[config.mk]
export PLATFORM = sky130hd
export DESIGN_NAME = reg_bus_arbiter_flat
export DESIGN_NICKNAME = d
export VERILOG_FILES = /design/src/rtl/reg_bus_arbiter_if.sv /design/src/rtl/reg_bus_arbiter.sv /design/src/flat_wrapper.sv
export SDC_FILE = /design/constraint.sdc
export NUM_CORES = 1
export LEC_CHECK = 0
export CORE_ASPECT_RATIO = 1.25
export CORE_MARGIN = 5
export CORE_UTILIZATION = 40
export CTS_CLUSTER_SIZE = 14
export DETAILED_ROUTE_END_ITERATION = 8
export PLACE_DENSITY = 0.82
export SLEW_MARGIN = 15
export SYNTH_ARGS = -nofsm -noshare
export SYNTH_HDL_FRONTEND = slang
export SYNTH_SLANG_ARGS = --single-unit
export TNS_END_PERCENT = 30
[constraint.sdc]
create_clock -name clk -period 14.1 [get_ports clk]
set_clock_uncertainty 0.15 [all_clocks]
set_input_delay 2.82 -clock clk [delete_from_list [all_inputs] [get_ports clk]]
set_output_delay 2.82 -clock clk [all_outputs]
set_load 0.02 [all_outputs]
[src/rtl/reg_bus_arbiter_if.sv]
// Requester, register-file and status signals of the shared register port.
// The slave modport is the arbiter's view; master is the environment's view.
interface reg_bus_arbiter_if #(
    parameter int unsigned ADDR_W = 8,
    parameter int unsigned DATA_W = 32
);
    logic              i_a_req;
    logic              i_a_we;
    logic [ADDR_W-1:0] i_a_addr;
    logic [DATA_W-1:0] i_a_wdata;
    logic              o_a_ack;
    logic              o_a_err;
    logic [DATA_W-1:0] o_a_rdata;

    logic              i_b_req;
    logic              i_b_we;
    logic [ADDR_W-1:0] i_b_addr;
    logic [DATA_W-1:0] i_b_wdata;
    logic              o_b_ack;
    logic              o_b_err;
    logic [DATA_W-1:0] o_b_rdata;

    logic              o_reg_en;
    logic              o_reg_we;
    logic [ADDR_W-1:0] o_reg_addr;
    logic [DATA_W-1:0] o_reg_wdata;
    logic [DATA_W-1:0] i_reg_rdata;
    logic              i_reg_ready;
    logic              o_busy;

    modport slave (
        input  i_a_req, i_a_we, i_a_addr, i_a_wdata,
        output o_a_ack, o_a_err, o_a_rdata,
        input  i_b_req, i_b_we, i_b_addr, i_b_wdata,
        output o_b_ack, o_b_err, o_b_rdata,
        output o_reg_en, o_reg_we, o_reg_addr, o_reg_wdata,
        input  i_reg_rdata, i_reg_ready,
        output o_busy
    );

    modport master (
        output i_a_req, i_a_we, i_a_addr, i_a_wdata,
        input  o_a_ack, o_a_err, o_a_rdata,
        output i_b_req, i_b_we, i_b_addr, i_b_wdata,
        input  o_b_ack, o_b_err, o_b_rdata,
        input  o_reg_en, o_reg_we, o_reg_addr, o_reg_wdata,
        output i_reg_rdata, i_reg_ready,
        input  o_busy
    );
endinterface

[src/rtl/reg_bus_arbiter.sv]
// Round-robin arbiter sharing one register-file port between requesters A and B,
// one transaction in flight, with a slave-ready timeout that returns an error.
module reg_bus_arbiter #(
    parameter int unsigned          ADDR_W   = 8,
    parameter int unsigned          DATA_W   = 32,
    parameter int unsigned          TIMEOUT  = 16,
    parameter logic [DATA_W-1:0]    ERR_DATA = 32'hDEAD_BEEF
) (
    input  logic               clk,
    input  logic               i_reset,
    reg_bus_arbiter_if.slave   bus
);
    localparam int unsigned CNT_W = (TIMEOUT > 0) ? $clog2(TIMEOUT + 1) : 1;
    localparam logic [CNT_W-1:0] CNT_LAST =
        CNT_W'((TIMEOUT > 0) ? TIMEOUT - 1 : 0);

    typedef enum logic [1:0] {
        IDLE,
        ACCESS,
        RESP
    } state_t;

    state_t            state;
    logic              last_b;
    logic              win_b;
    logic              tmo;
    logic [CNT_W-1:0]  cnt;
    logic [DATA_W-1:0] cap;

    logic              a_req;
    logic              b_req;
    logic              pick_b;
    logic [DATA_W-1:0] resp_data;

    // A requester still showing its ack has not yet had a chance to drop req.
    always_comb begin
        a_req  = bus.i_a_req & ~bus.o_a_ack;
        b_req  = bus.i_b_req & ~bus.o_b_ack;
        pick_b = b_req & (~a_req | ~last_b);
        if (tmo) begin
            resp_data = ERR_DATA;
        end else if (bus.o_reg_we) begin
            resp_data = '0;
        end else begin
            resp_data = cap;
        end
    end

    always_ff @(posedge clk or posedge i_reset) begin
        if (i_reset) begin
            state           <= IDLE;
            last_b          <= 1'b1;
            win_b           <= 1'b0;
            tmo             <= 1'b0;
            cnt             <= '0;
            cap             <= '0;
            bus.o_a_ack     <= 1'b0;
            bus.o_a_err     <= 1'b0;
            bus.o_a_rdata   <= '0;
            bus.o_b_ack     <= 1'b0;
            bus.o_b_err     <= 1'b0;
            bus.o_b_rdata   <= '0;
            bus.o_reg_en    <= 1'b0;
            bus.o_reg_we    <= 1'b0;
            bus.o_reg_addr  <= '0;
            bus.o_reg_wdata <= '0;
            bus.o_busy      <= 1'b0;
        end else begin
            bus.o_a_ack <= 1'b0;
            bus.o_b_ack <= 1'b0;
            unique case (state)
                IDLE: begin
                    if (a_req | b_req) begin
                        win_b           <= pick_b;
                        bus.o_reg_we    <= pick_b ? bus.i_b_we : bus.i_a_we;
                        bus.o_reg_addr  <= pick_b ? bus.i_b_addr : bus.i_a_addr;
                        bus.o_reg_wdata <= pick_b ? bus.i_b_wdata : bus.i_a_wdata;
                        bus.o_reg_en    <= 1'b1;
                        bus.o_busy      <= 1'b1;
                        cnt             <= '0;
                        tmo             <= 1'b0;
                        state           <= ACCESS;
                    end
                end
                ACCESS: begin
                    if (bus.i_reg_ready) begin
                        cap          <= bus.i_reg_rdata;
                        bus.o_reg_en <= 1'b0;
                        state        <= RESP;
                    end else if (TIMEOUT != 0 && cnt == CNT_LAST) begin
                        tmo          <= 1'b1;
                        bus.o_reg_en <= 1'b0;
                        state        <= RESP;
                    end else begin
                        cnt <= cnt + CNT_W'(1);
                    end
                end
                RESP: begin
                    if (win_b) begin
                        bus.o_b_ack   <= 1'b1;
                        bus.o_b_err   <= tmo;
                        bus.o_b_rdata <= resp_data;
                    end else begin
                        bus.o_a_ack   <= 1'b1;
                        bus.o_a_err   <= tmo;
                        bus.o_a_rdata <= resp_data;
                    end
                    last_b     <= win_b;
                    bus.o_busy <= 1'b0;
                    state      <= IDLE;
                end
                default: begin
                    bus.o_reg_en <= 1'b0;
                    bus.o_busy   <= 1'b0;
                    state        <= IDLE;
                end
            endcase
        end
    end
endmodule
[src/flat_wrapper.sv]
// flat-port wrapper written by rule: the top's interface ports become plain ports
module reg_bus_arbiter_flat 
#(
    parameter int unsigned          ADDR_W   = 8,
    parameter int unsigned          DATA_W   = 32,
    parameter int unsigned          TIMEOUT  = 16,
    parameter logic [DATA_W-1:0]    ERR_DATA = 32'hDEAD_BEEF
)
  (clk, i_reset, bus_i_a_req, bus_i_a_we, bus_i_a_addr, bus_i_a_wdata, bus_o_a_ack, bus_o_a_err, bus_o_a_rdata, bus_i_b_req, bus_i_b_we, bus_i_b_addr, bus_i_b_wdata, bus_o_b_ack, bus_o_b_err, bus_o_b_rdata, bus_o_reg_en, bus_o_reg_we, bus_o_reg_addr, bus_o_reg_wdata, bus_i_reg_rdata, bus_i_reg_ready, bus_o_busy);
  reg_bus_arbiter_if #(.ADDR_W(ADDR_W), .DATA_W(DATA_W)) bus_i ();
  input  logic clk;
  input  logic i_reset;
  input wire logic [$bits(bus_i.i_a_req)-1:0] bus_i_a_req;
  input wire logic [$bits(bus_i.i_a_we)-1:0] bus_i_a_we;
  input wire logic [$bits(bus_i.i_a_addr)-1:0] bus_i_a_addr;
  input wire logic [$bits(bus_i.i_a_wdata)-1:0] bus_i_a_wdata;
  output wire logic [$bits(bus_i.o_a_ack)-1:0] bus_o_a_ack;
  output wire logic [$bits(bus_i.o_a_err)-1:0] bus_o_a_err;
  output wire logic [$bits(bus_i.o_a_rdata)-1:0] bus_o_a_rdata;
  input wire logic [$bits(bus_i.i_b_req)-1:0] bus_i_b_req;
  input wire logic [$bits(bus_i.i_b_we)-1:0] bus_i_b_we;
  input wire logic [$bits(bus_i.i_b_addr)-1:0] bus_i_b_addr;
  input wire logic [$bits(bus_i.i_b_wdata)-1:0] bus_i_b_wdata;
  output wire logic [$bits(bus_i.o_b_ack)-1:0] bus_o_b_ack;
  output wire logic [$bits(bus_i.o_b_err)-1:0] bus_o_b_err;
  output wire logic [$bits(bus_i.o_b_rdata)-1:0] bus_o_b_rdata;
  output wire logic [$bits(bus_i.o_reg_en)-1:0] bus_o_reg_en;
  output wire logic [$bits(bus_i.o_reg_we)-1:0] bus_o_reg_we;
  output wire logic [$bits(bus_i.o_reg_addr)-1:0] bus_o_reg_addr;
  output wire logic [$bits(bus_i.o_reg_wdata)-1:0] bus_o_reg_wdata;
  input wire logic [$bits(bus_i.i_reg_rdata)-1:0] bus_i_reg_rdata;
  input wire logic [$bits(bus_i.i_reg_ready)-1:0] bus_i_reg_ready;
  output wire logic [$bits(bus_i.o_busy)-1:0] bus_o_busy;
  assign bus_i.i_a_req = bus_i_a_req;
  assign bus_i.i_a_we = bus_i_a_we;
  assign bus_i.i_a_addr = bus_i_a_addr;
  assign bus_i.i_a_wdata = bus_i_a_wdata;
  assign bus_o_a_ack = bus_i.o_a_ack;
  assign bus_o_a_err = bus_i.o_a_err;
  assign bus_o_a_rdata = bus_i.o_a_rdata;
  assign bus_i.i_b_req = bus_i_b_req;
  assign bus_i.i_b_we = bus_i_b_we;
  assign bus_i.i_b_addr = bus_i_b_addr;
  assign bus_i.i_b_wdata = bus_i_b_wdata;
  assign bus_o_b_ack = bus_i.o_b_ack;
  assign bus_o_b_err = bus_i.o_b_err;
  assign bus_o_b_rdata = bus_i.o_b_rdata;
  assign bus_o_reg_en = bus_i.o_reg_en;
  assign bus_o_reg_we = bus_i.o_reg_we;
  assign bus_o_reg_addr = bus_i.o_reg_addr;
  assign bus_o_reg_wdata = bus_i.o_reg_wdata;
  assign bus_i.i_reg_rdata = bus_i_reg_rdata;
  assign bus_i.i_reg_ready = bus_i_reg_ready;
  assign bus_o_busy = bus_i.o_busy;
  reg_bus_arbiter #(.ADDR_W(ADDR_W), .DATA_W(DATA_W), .TIMEOUT(TIMEOUT), .ERR_DATA(ERR_DATA)) u_core (.clk(clk), .i_reset(i_reset), .bus(bus_i));
endmodule
==> flow_summary.json, run 1 <==
{
  "drt_iter0_markers": 325,
  "period_needed_ns": 4.50,
  "cts_root_buf": "clkbuf_16",
  "dpl.cell_count": 1017,
  "tightest_slew_ns": 1.17,
  "synth_ff_type": "dfrtp_1",
  "setup_viol": 0,
  "cp_cell_sequence": "clkdlybuf4s50_1 > nor2b_1 > o21ai_4 > a21oi_1 > a21oi_1",
  "crit_slowest_cell": "o21ai_4",
  "syn_nets": 733,
  "finalPower_mw": 2.13,
  "synth_area_sq_um": 6240,
  "hold_viol_final": 0,
  "arrival_ns": 4.69,
  "tns_ns": 0,
  "rows": 51,
  "post-route-util_pct": 59.4,
  "synth.top_cell.area_share_pct": 60.9,
  "end_kind": "flop",
  "start_util_pct": 40.4,
  "postCtsSetupBuffers": 0,
  "status": "complete, no violations",
  "path_clk_slew_ns": 0.07,
  "portBuffers": 229,
  "p_per_area_nw_per_um2": 233,
  "antennaDiodeCount": 0,
  "cts-resized-gates": 0,
  "ir_drop_v": 0.000135,
  "routabilityCongestion": 0.786,
  "h-tree-depth": 4,
  "p_switching_mw": 0.825,
  "synth-edff-count": 0,
  "switching_share_pct": 38.7,
  "synth-seq-area-share_pct": 61.4,
  "die_w_um": 122,
  "dp_hpwl_mm": 11.9,
  "synth_top_cell_by_area": "dfrtp_1",
  "first_pass_iters": 4,
  "final_common_cell": "clkdlybuf4s50_1",
  "die_h_um": 150,
  "die_area_sq_um": 18200,
  "fill_cells": 1311,
  "max_slew_margin_pct": 21.8,
  "cpMostUsedCell": "a21oi_1",
  "routedWlPerCell_um": 16.2,
  "cts.path.max_buffers": 2,
  "postCtsHoldBufs": 0,
  "seqCellArea_sq_um": 3830,
  "drive_gt1_share_pct": 9.92,
  "cts_made_buffers": 17,
  "max_freq_mhz": 222,
  "worstSetupStartpointType": "primary input",
  "fin_crit_sh_pct": 31.9,
  "synthDistinctLibCells": 35,
  "fin_cells": 1049,
  "grt_pass1_vias": 5335,
  "power_frac_clock_pct": 20.1,
  "syn_area_per_cell_sq_um": 10.2,
  "synthTopCellsByArea": "dfrtp_1 61%, a21oi_1 8.5%, nand2_1 7.7%",
  "grt_overflow": 0,
  "p_leak_nw": 3.92,
  "final_cell_mix": "229 x clkdlybuf4s50_1, 152 x dfrtp_1, 128 x nand2_1, 106 x a21oi_1, 45 x nor2_1",
  "ff2ff_setup_slack_ns": 11.82,
  "finalNetCount": 945,
  "syn2layout_area_growth_pct": 46.9,
  "synth_cells": 612,
  "multiInputGateArea_sq_um": 2150,
  "ys_ff_latch": 153,
  "critical_path_peak_fanout": 47,
  "rsz0062_at_grt": "no",
  "critical_path.top_delay_family": "compound AO/OA/AOI/OAI gates",
  "slew_viol_final": 0,
  "seq_power_share_pct": 35.6,
  "finalWirelength_mm": 17.0,
  "cts_sinks": 153,
  "synth_warnings": 0,
  "grt_pass1_wl_mm": 26.9,
  "grt_max_degree": 90,
  "p_comb_share_pct": 44.3,
  "antenna_found_initial": 0,
  "worst-path-buf-inv": 1,
  "crit_type": "in -> reg",
  "clk_latency_ns": 0.41,
  "drc": 0,
  "whs_ns": 0.324,
  "fp.coreArea_sq_um": 15400,
  "max_stage_delay_ns": 0.92,
  "vias": 5185,
  "worstHoldPathType": "reg -> reg",
  "cts_tree": "built",
  "io_pins": 230,
  "track_usage_pct": 18.7,
  "synthArstFlopShare_pct": 100,
  "drtAntennaViolNets": 0,
  "internal_power_mw": 1.31,
  "cap_violations": 0,
  "critPathRequiredTime_ns": 14.28,
  "routed_via_density": 4.94
}
[synthesized netlist by cell type, types with 2 or more instances]
| master | instances |
|---|---|
| a21oi_1 | 106 |
| a22o_1 | 2 |
| buf_2 | 18 |
| buf_6 | 9 |
| clkbuf_1 | 14 |
| dfrtp_1 | 152 |
| ha_1 | 2 |
| inv_1 | 5 |
| mux2_1 | 3 |
| mux2_2 | 31 |
| nand2_1 | 128 |
| nand3_1 | 5 |
| nand3b_1 | 2 |
| nor2_1 | 45 |
| nor2b_1 | 2 |
| o21ai_0 | 38 |
| o21ai_1 | 26 |
| o21ai_2 | 7 |
[stage by stage]
stage               setup WS (ns)  area [sq um]
global route                 9.33          9170
CTS                          9.57          9170
finish                       9.60          9170
global placement             9.15          8610
floorplan                    7.01          6240
detailed placement           9.12          8610
[area by class of cell]
cell class,instances,area share (%)
clock inverters,15,1.45
flip-flops and latches,153,41.8
repair buffers,235,25.5
inverters,6,0.300
clock buffers,17,4.64
multi-input cells,411,23.5
well taps,212,2.89
[power groups by stage]
| stage | Clock, mW | Sequential [mW] | Combinational (mW) |
|---|---|---|---|
| 3_5_place_dp | 0 | 0.765 | 0.957 |
| 5_1_grt | 0.457 | 0.785 | 1.02 |
| 2_1_floorplan | 0 | 0.925 | 0.362 |
| 3_3_place_gp | 0 | 0.756 | 0.938 |
| 6_report | 0.429 | 0.759 | 0.945 |
| 4_1_cts | 0.437 | 0.760 | 0.960 |
[tightest hold or removal path, stage by stage (launching register included)]
cell	delay (ns)
dfrtp_1	0.34
nand2_1	0.05
nand2_1	0.05
[sequential cells by signal, summed over array words and instances (netlist names), 2 cells and up]
signal	flops
u_core.bus.o_a_rdata	32
u_core.bus.o_b_rdata	32
u_core.bus.o_reg_addr	8
u_core.bus.o_reg_wdata	32
u_core.cap	32
u_core.cnt	5
u_core.state	2
[kinds of logic after synthesis]
group | Yosys count | synth area share (%)
adder cells (fa/ha/maj) | 2 | 0.401
flip-flops | 153 | 61.4
AO/OA/AOI/OAI | 183 | 15.4
AND/OR/NAND/NOR | 192 | 12.4
multiplexers | 34 | 6.13
buffers and inverters | 48 | 4.35
[routing by layer]
metal / routed length, um / vias up / global-route usage, %
met5: 0 / - / 0
met4: 333 / 0 / 6.11
met3: 1480 / 21 / 6.73
met2: 8350 / 214 / 31.8
met1: 6840 / 2476 / 22.2
li1: - / 2474 / -
[path summary, 6_finish.rpt]
kind                               startpoint                    endpoint  depth (start not counted)
min in group asynchronous             i_reset    u_core.bus.o_reg_addr[1]                          2
hold / removal             u_core.bus.o_a_err          u_core.bus.o_a_err                          2
setup / recovery                  bus_i_a_req   u_core.bus.o_reg_wdata[9]                          5
hold reg to reg            u_core.bus.o_a_err          u_core.bus.o_a_err                          2
setup reg to reg                   u_core.tmo    u_core.bus.o_b_rdata[17]                          3
max in group asynchronous             i_reset  u_core.bus.o_reg_wdata[24]                          3
No activity file was read; power rests on OpenSTA's default activity.
==> run 2: changes to the inputs <==
Settings changed: PLACE_DENSITY 0.82 to 0.85.
Clock period 14.1 ns to 3.9 ns, I/O delays scaled along.
==> run 2 against run 1 <==
Count of clock-buffer cells in the layout grew 6; design area grew 0.90%; critical path depth increased by 1; via count decreased by 1.1%; largest power group unchanged; cell count grew 0.19%; critical endpoint is now u_core.bus.o_reg_wdata[0]; largest cell class unchanged.
==> flow_summary.json, run 2 (same netlist as run 1, synthesis figures left out) <==
{
  "status": "complete, no violations",
  "path_clk_slew_ns": 0.06,
  "grt_max_degree": 154,
  "cpMostUsedCell": "a21oi_1",
  "tns_ns": 0,
  "switching_share_pct": 37.2,
  "worstSetupStartpointType": "primary input",
  "ff2ff_setup_slack_ns": 1.71,
  "postCtsHoldBufs": 0,
  "cp_cell_sequence": "clkdlybuf4s50_1 > nor2b_2 > and2_1 > buf_4 > a21oi_1 > a21oi_1",
  "drtAntennaViolNets": 0,
  "max_stage_delay_ns": 0.45,
  "crit_slowest_cell": "clkdlybuf4s50_1",
  "antennaDiodeCount": 0,
  "cts_tree": "built",
  "r2r_cells": 7,
  "max_freq_mhz": 409,
  "postCtsSetupBuffers": 0,
  "cts_sinks": 153,
  "cap_violations": 0,
  "routabilityCongestion": 0.811,
  "grt_overflow": 0,
  "vias": 5128,
  "hold_viol_final": 0,
  "worstHoldPathType": "reg -> reg",
  "setup_viol": 0,
  "routedWlPerCell_um": 16.2,
  "whs_path_depth": 2,
  "tightest_slew_ns": 0.911,
  "holdPathEnd": "u_core.bus.o_b_rdata[19]",
  "final_common_cell": "clkdlybuf4s50_1",
  "finalWirelength_mm": 17.1,
  "period_needed_ns": 2.44,
  "antenna_found_initial": 2,
  "seqCellArea_sq_um": 3830,
  "die_h_um": 150,
  "drc": 0,
  "max_slew_margin_pct": 39.1,
  "crit_type": "in -> reg",
  "track_usage_pct": 18.9,
  "dpl.cell_count": 1019,
  "r2r-start": "u_core.cnt[0]",
  "rows": 51,
  "cts_made_buffers": 17,
  "die_area_sq_um": 18200,
  "worst_slack_ns": 1.46,
  "syn2layout_area_growth_pct": 48.2,
  "fill_cells": 1311,
  "grt_pass1_vias": 5234,
  "rsz0062_at_grt": "no",
  "p_per_area_nw_per_um2": 847,
  "ir_drop_v": 0.000461,
  "final_cell_mix": "229 x clkdlybuf4s50_1, 152 x dfrtp_1, 128 x nand2_1, 106 x a21oi_1, 45 x nor2_1",
  "grt_pass1_wl_mm": 26.7,
  "post-route-util_pct": 59.9,
  "seq_power_share_pct": 34.9,
  "cts-resized-gates": 0,
  "fp.coreArea_sq_um": 15400,
  "routed_via_density": 4.88,
  "slew_viol_final": 0,
  "h-tree-depth": 4,
  "drive_gt1_share_pct": 9.89,
  "cts_root_buf": "clkbuf_16",
  "multiInputGateArea_sq_um": 2150,
  "dp_hpwl_mm": 11.9,
  "power_frac_clock_pct": 21.2,
  "start_util_pct": 40.4,
  "rr_endpoint": "u_core.cnt[2]",
  "finalNetCount": 947,
  "fin_crit_sh_pct": 62.6,
  "clk_latency_ns": 0.41,
  "end_kind": "flop",
  "die_w_um": 122,
  "internal_power_mw": 4.92,
  "drt_iter0_markers": 325,
  "worst-path-buf-inv": 2,
  "io_pins": 230,
  "critical_path.top_delay_family": "buffers and inverters",
  "p_comb_share_pct": 43.8,
  "p_switching_mw": 2.91,
  "arrival_ns": 2.62,
  "holdCritStartpoint": "u_core.bus.o_b_rdata[19]",
  "pre_cts_ws_ns": 1.07,
  "critical_path_peak_fanout": 32,
  "first_pass_iters": 6,
  "fin_cells": 1051,
  "cts.path.max_buffers": 2,
  "p_leak_nw": 3.96,
  "critPathRequiredTime_ns": 4.08,
  "portBuffers": 229
}
==> run 2: changes by cell type in the layout (fill, tap and decap cells not counted), sizes merged <==
cell,change
inv,-8
buf,+2
clkbuf,+6
bufinv,+2
clkinvlp,-1
clkinv,+1
==> run 2: power groups by stage <==
stage | logic [mW] | clock network (mW) | registers (mW)
6_report | 3.43 | 1.66 | 2.74
5_1_grt | 3.73 | 1.79 | 2.84
4_1_cts | 3.49 | 1.70 | 2.74
3_5_place_dp | 3.47 | 0 | 2.76
3_3_place_gp | 3.39 | 0 | 2.73
2_1_floorplan | 1.31 | 0 | 3.35
==> run 2: worst max-delay path by stage <==
stage / endpoint / cells past startpoint / start
3_3_place_gp: u_core.bus.o_reg_we / 6 / bus_i_b_req
4_1_cts: bus_o_a_ack / 1 / u_core.bus.o_a_ack
3_5_place_dp: u_core.bus.o_reg_wdata[0] / 6 / bus_i_b_req
5_1_grt: u_core.bus.o_reg_wdata[15] / 6 / bus_i_b_req
6_report: u_core.bus.o_reg_wdata[0] / 6 / bus_i_b_req
2_1_floorplan: u_core.bus.o_a_ack / 1 / i_reset
==> run 2: per-layer routing <==
layer / part of all wire (%) / vias up / GRT usage [%] / wire length, um
met3: 9.0 / 24 / 7.56 / 1530
li1: - / 2488 / - / -
met2: 50 / 186 / 31.9 / 8530
met5: 0.16 / - / 0 / 27
met1: 39 / 2426 / 21.8 / 6660
met4: 1.8 / 4 / 6.45 / 314
==> run 2: final cells by class <==
type,count,share of cell area [%]
clock buffer,23,5.27
clock inverter,9,1.23
inverter,6,0.284
multi-input combinational,411,23.2
sequential,153,41.4
tap,212,2.87
timing repair buffer,237,25.7
==> run 2: tightest hold or removal path: cells and delay by family (launching register included) <==
family / cells / cell delay, ns
flip-flops: 1 / 0.34
AND/OR/NAND/NOR: 1 / 0.05
AO/OA/AOI/OAI: 1 / 0.06
==> run 2: stage by stage <==
| step | area (sq um) | hold WS (ns) | power [mW] |
|---|---|---|---|
| global placement | 8650 | 0.306 | 6.12 |
| CTS | 9250 | 0.333 | 7.93 |
| detailed placement | 8650 | 0.314 | 6.24 |
| global route | 9250 | 0.352 | 8.35 |
| finish | 9250 | 0.328 | 7.83 |
| floorplan | 6240 | 0.289 | 4.65 |
==> patch: new RTL, config.mk and constraints of run 2 <==
Encoding of `state_t`: now one-hot (3 bits for 3 states).
--- a/src/rtl/reg_bus_arbiter.sv
+++ b/src/rtl/reg_bus_arbiter.sv
@@ -15,8 +15,8 @@
         CNT_W'((TIMEOUT > 0) ? TIMEOUT - 1 : 0);
 
-    typedef enum logic [1:0] {
-        IDLE,
-        ACCESS,
-        RESP
+    typedef enum logic [2:0] {
+        IDLE   = 3'b001,
+        ACCESS = 3'b010,
+        RESP   = 3'b100
     } state_t;
 
Check against the original RTL: no difference found for any inputs over 4 cycles, from zero or initial values and one cycle with i_reset high; so few cycles prove little.
==> patch against run 2 <==
Total power is 4.5% lower; highest routed layer unchanged; sequential cell count is 1 higher; critical path type is now register to primary output; worst setup slack better by 0.051 ns; cell area is 0.77% higher; routed wire length is 3.4% lower; synthesized area hardly changed; sequential share of layout area hardly changed; via count is 0.27% higher.
==> patch: results (changes against run 2) <==
set qor(antenna_found_initial) 1 ;# was 2
set qor(critPathLaunch) {u_core.bus.o_reg_we} ;# was bus_i_b_req
set qor(placedCellCount) 1020 ;# was 1,019
set qor(seqAreaFraction_pct) 41.4 ;# about the same
set qor(r2r_end) {u_core.bus.o_reg_wdata[25]} ;# was u_core.cnt[2]
set qor(r2r_start) {u_core.state[0]} ;# was u_core.cnt[0]
set qor(run_status) {complete, no violations} ;# unchanged
set qor(number_of_flip_flops_and_latches) 154 ;# was 153
set qor(netlist_top_cells_count) {sky130_fd_sc_hd__nand2_1 (162), sky130_fd_sc_hd__dfrtp_1 (152), sky130_fd_sc_hd__o21ai_0 (47)} ;# was sky130_fd_sc_hd__dfrtp_1 (152), sky130_fd_sc_hd__nand2_1 (128), sky130_fd_sc_hd__a21oi_1 (106)
set qor(endpoint) {bus_o_reg_we} ;# was u_core.bus.o_reg_wdata[0]
set qor(final.hold.worst_slack_ns) 0.326 ;# was 0.328 ns
set qor(cp_max_fo) 4 ;# was 32
set qor(met1_usage_pct) 20.3 ;# was 21.8%
set qor(nClkBuffers) 19 ;# was 23
set qor(routed_wl_um) 16500 ;# was 17,100 um
set qor(grt_max_degree) 141 ;# was 154
set qor(synth_cell_types) 41 ;# was 35
set qor(rel_slew_slack_pct) 41.3 ;# was 39.1%
set qor(final-clk-cell-share_pct) 6.71 ;# was 6.51%
set qor(post-place-ws_ns) 1.26 ;# was 1.07 ns
set qor(arrival_ns) 1.46 ;# was 2.62 ns
set qor(routabilityCongestion) 0.790 ;# was 0.811
set qor(dpl_cell_area_um2) 8700 ;# was 8650 um^2
set qor(cellLeakagePower_nw) 3.96 ;# about the same
set qor(detail_route.first_pass.iterations) 4 ;# was 6
set qor(drt_iter0_drc) 268 ;# was 325
set qor(final_net_count) 948 ;# was 947
set qor(dp.final_hpwl_um) 11800 ;# was 11,900 um
set qor(final_layout_size_suffix_gt1_share_pct) 9.42 ;# was 9.89%
set qor(area_share_nonclk_buffers_pct) 25.5 ;# was 25.7%
set qor(critical_path.max_stage_delay_ns) 0.67 ;# was 0.45 ns
set qor(gr-usage-met3_pct) 6.09 ;# was 7.56%
set qor(synth.yosys.seq_area_share_pct) 61.7 ;# was 61.4%
set qor(global_route.usage.total_pct) 17.8 ;# was 18.9%
set qor(peakVddDrop_v) 0.000306 ;# was 0.000461 V
set qor(min-delay-start) {u_core.bus.o_b_rdata[2]} ;# was u_core.bus.o_b_rdata[19]
set qor(ff2ff_path_depth) 5 ;# was 7
set qor(detail_route.wl_per_cell_um) 15.7 ;# was 16.2 um
set qor(regArea_um2) 3860 ;# was 3830 um^2
set qor(number_of_signal_net_inverters_in_the_final_layout) 9 ;# was 6
set qor(vias_per_inst) 4.89 ;# was 4.88
set qor(finalCritPeriodShare_pct) 61.3 ;# was 62.6%
set qor(grt_first_pass_wirelength_um) 25400 ;# was 26,700 um
## patch: cell count changes after synthesis, sizes merged, moves of 3 or more
cell / change
inv: +3
buf: -9
nand3: -3
a31oi: +41
nand2: +33
a21oi: -78
o21ai: -4
clkbuf: +8
## patch: logic make-up after synthesis
| kind of cell | share of synthesized area [%] |
|---|---|
| simple gates | 15.2 |
| compound gates | 12.7 |
| fa+ha+maj | 0.401 |
| flops | 61.7 |
| buf+inv | 3.87 |
| mux | 6.11 |
## patch: power groups by stage
stage	registers (W)	clock network (W)	logic [W]
after global placement	0.00267	0	0.00302
after global routing	0.00276	0.00185	0.00333
after CTS	0.00268	0.00178	0.00310
after floorplan	0.00323	0	0.00113
after detailed placement	0.00271	0	0.00309
final	0.00268	0.00175	0.00305
## patch: metal layers
layer  up-vias  wire (um)
met4         2        384
met1      2415       6470
li1       2490          -
met3        25       1340
met5         -          7
met2       210       8300
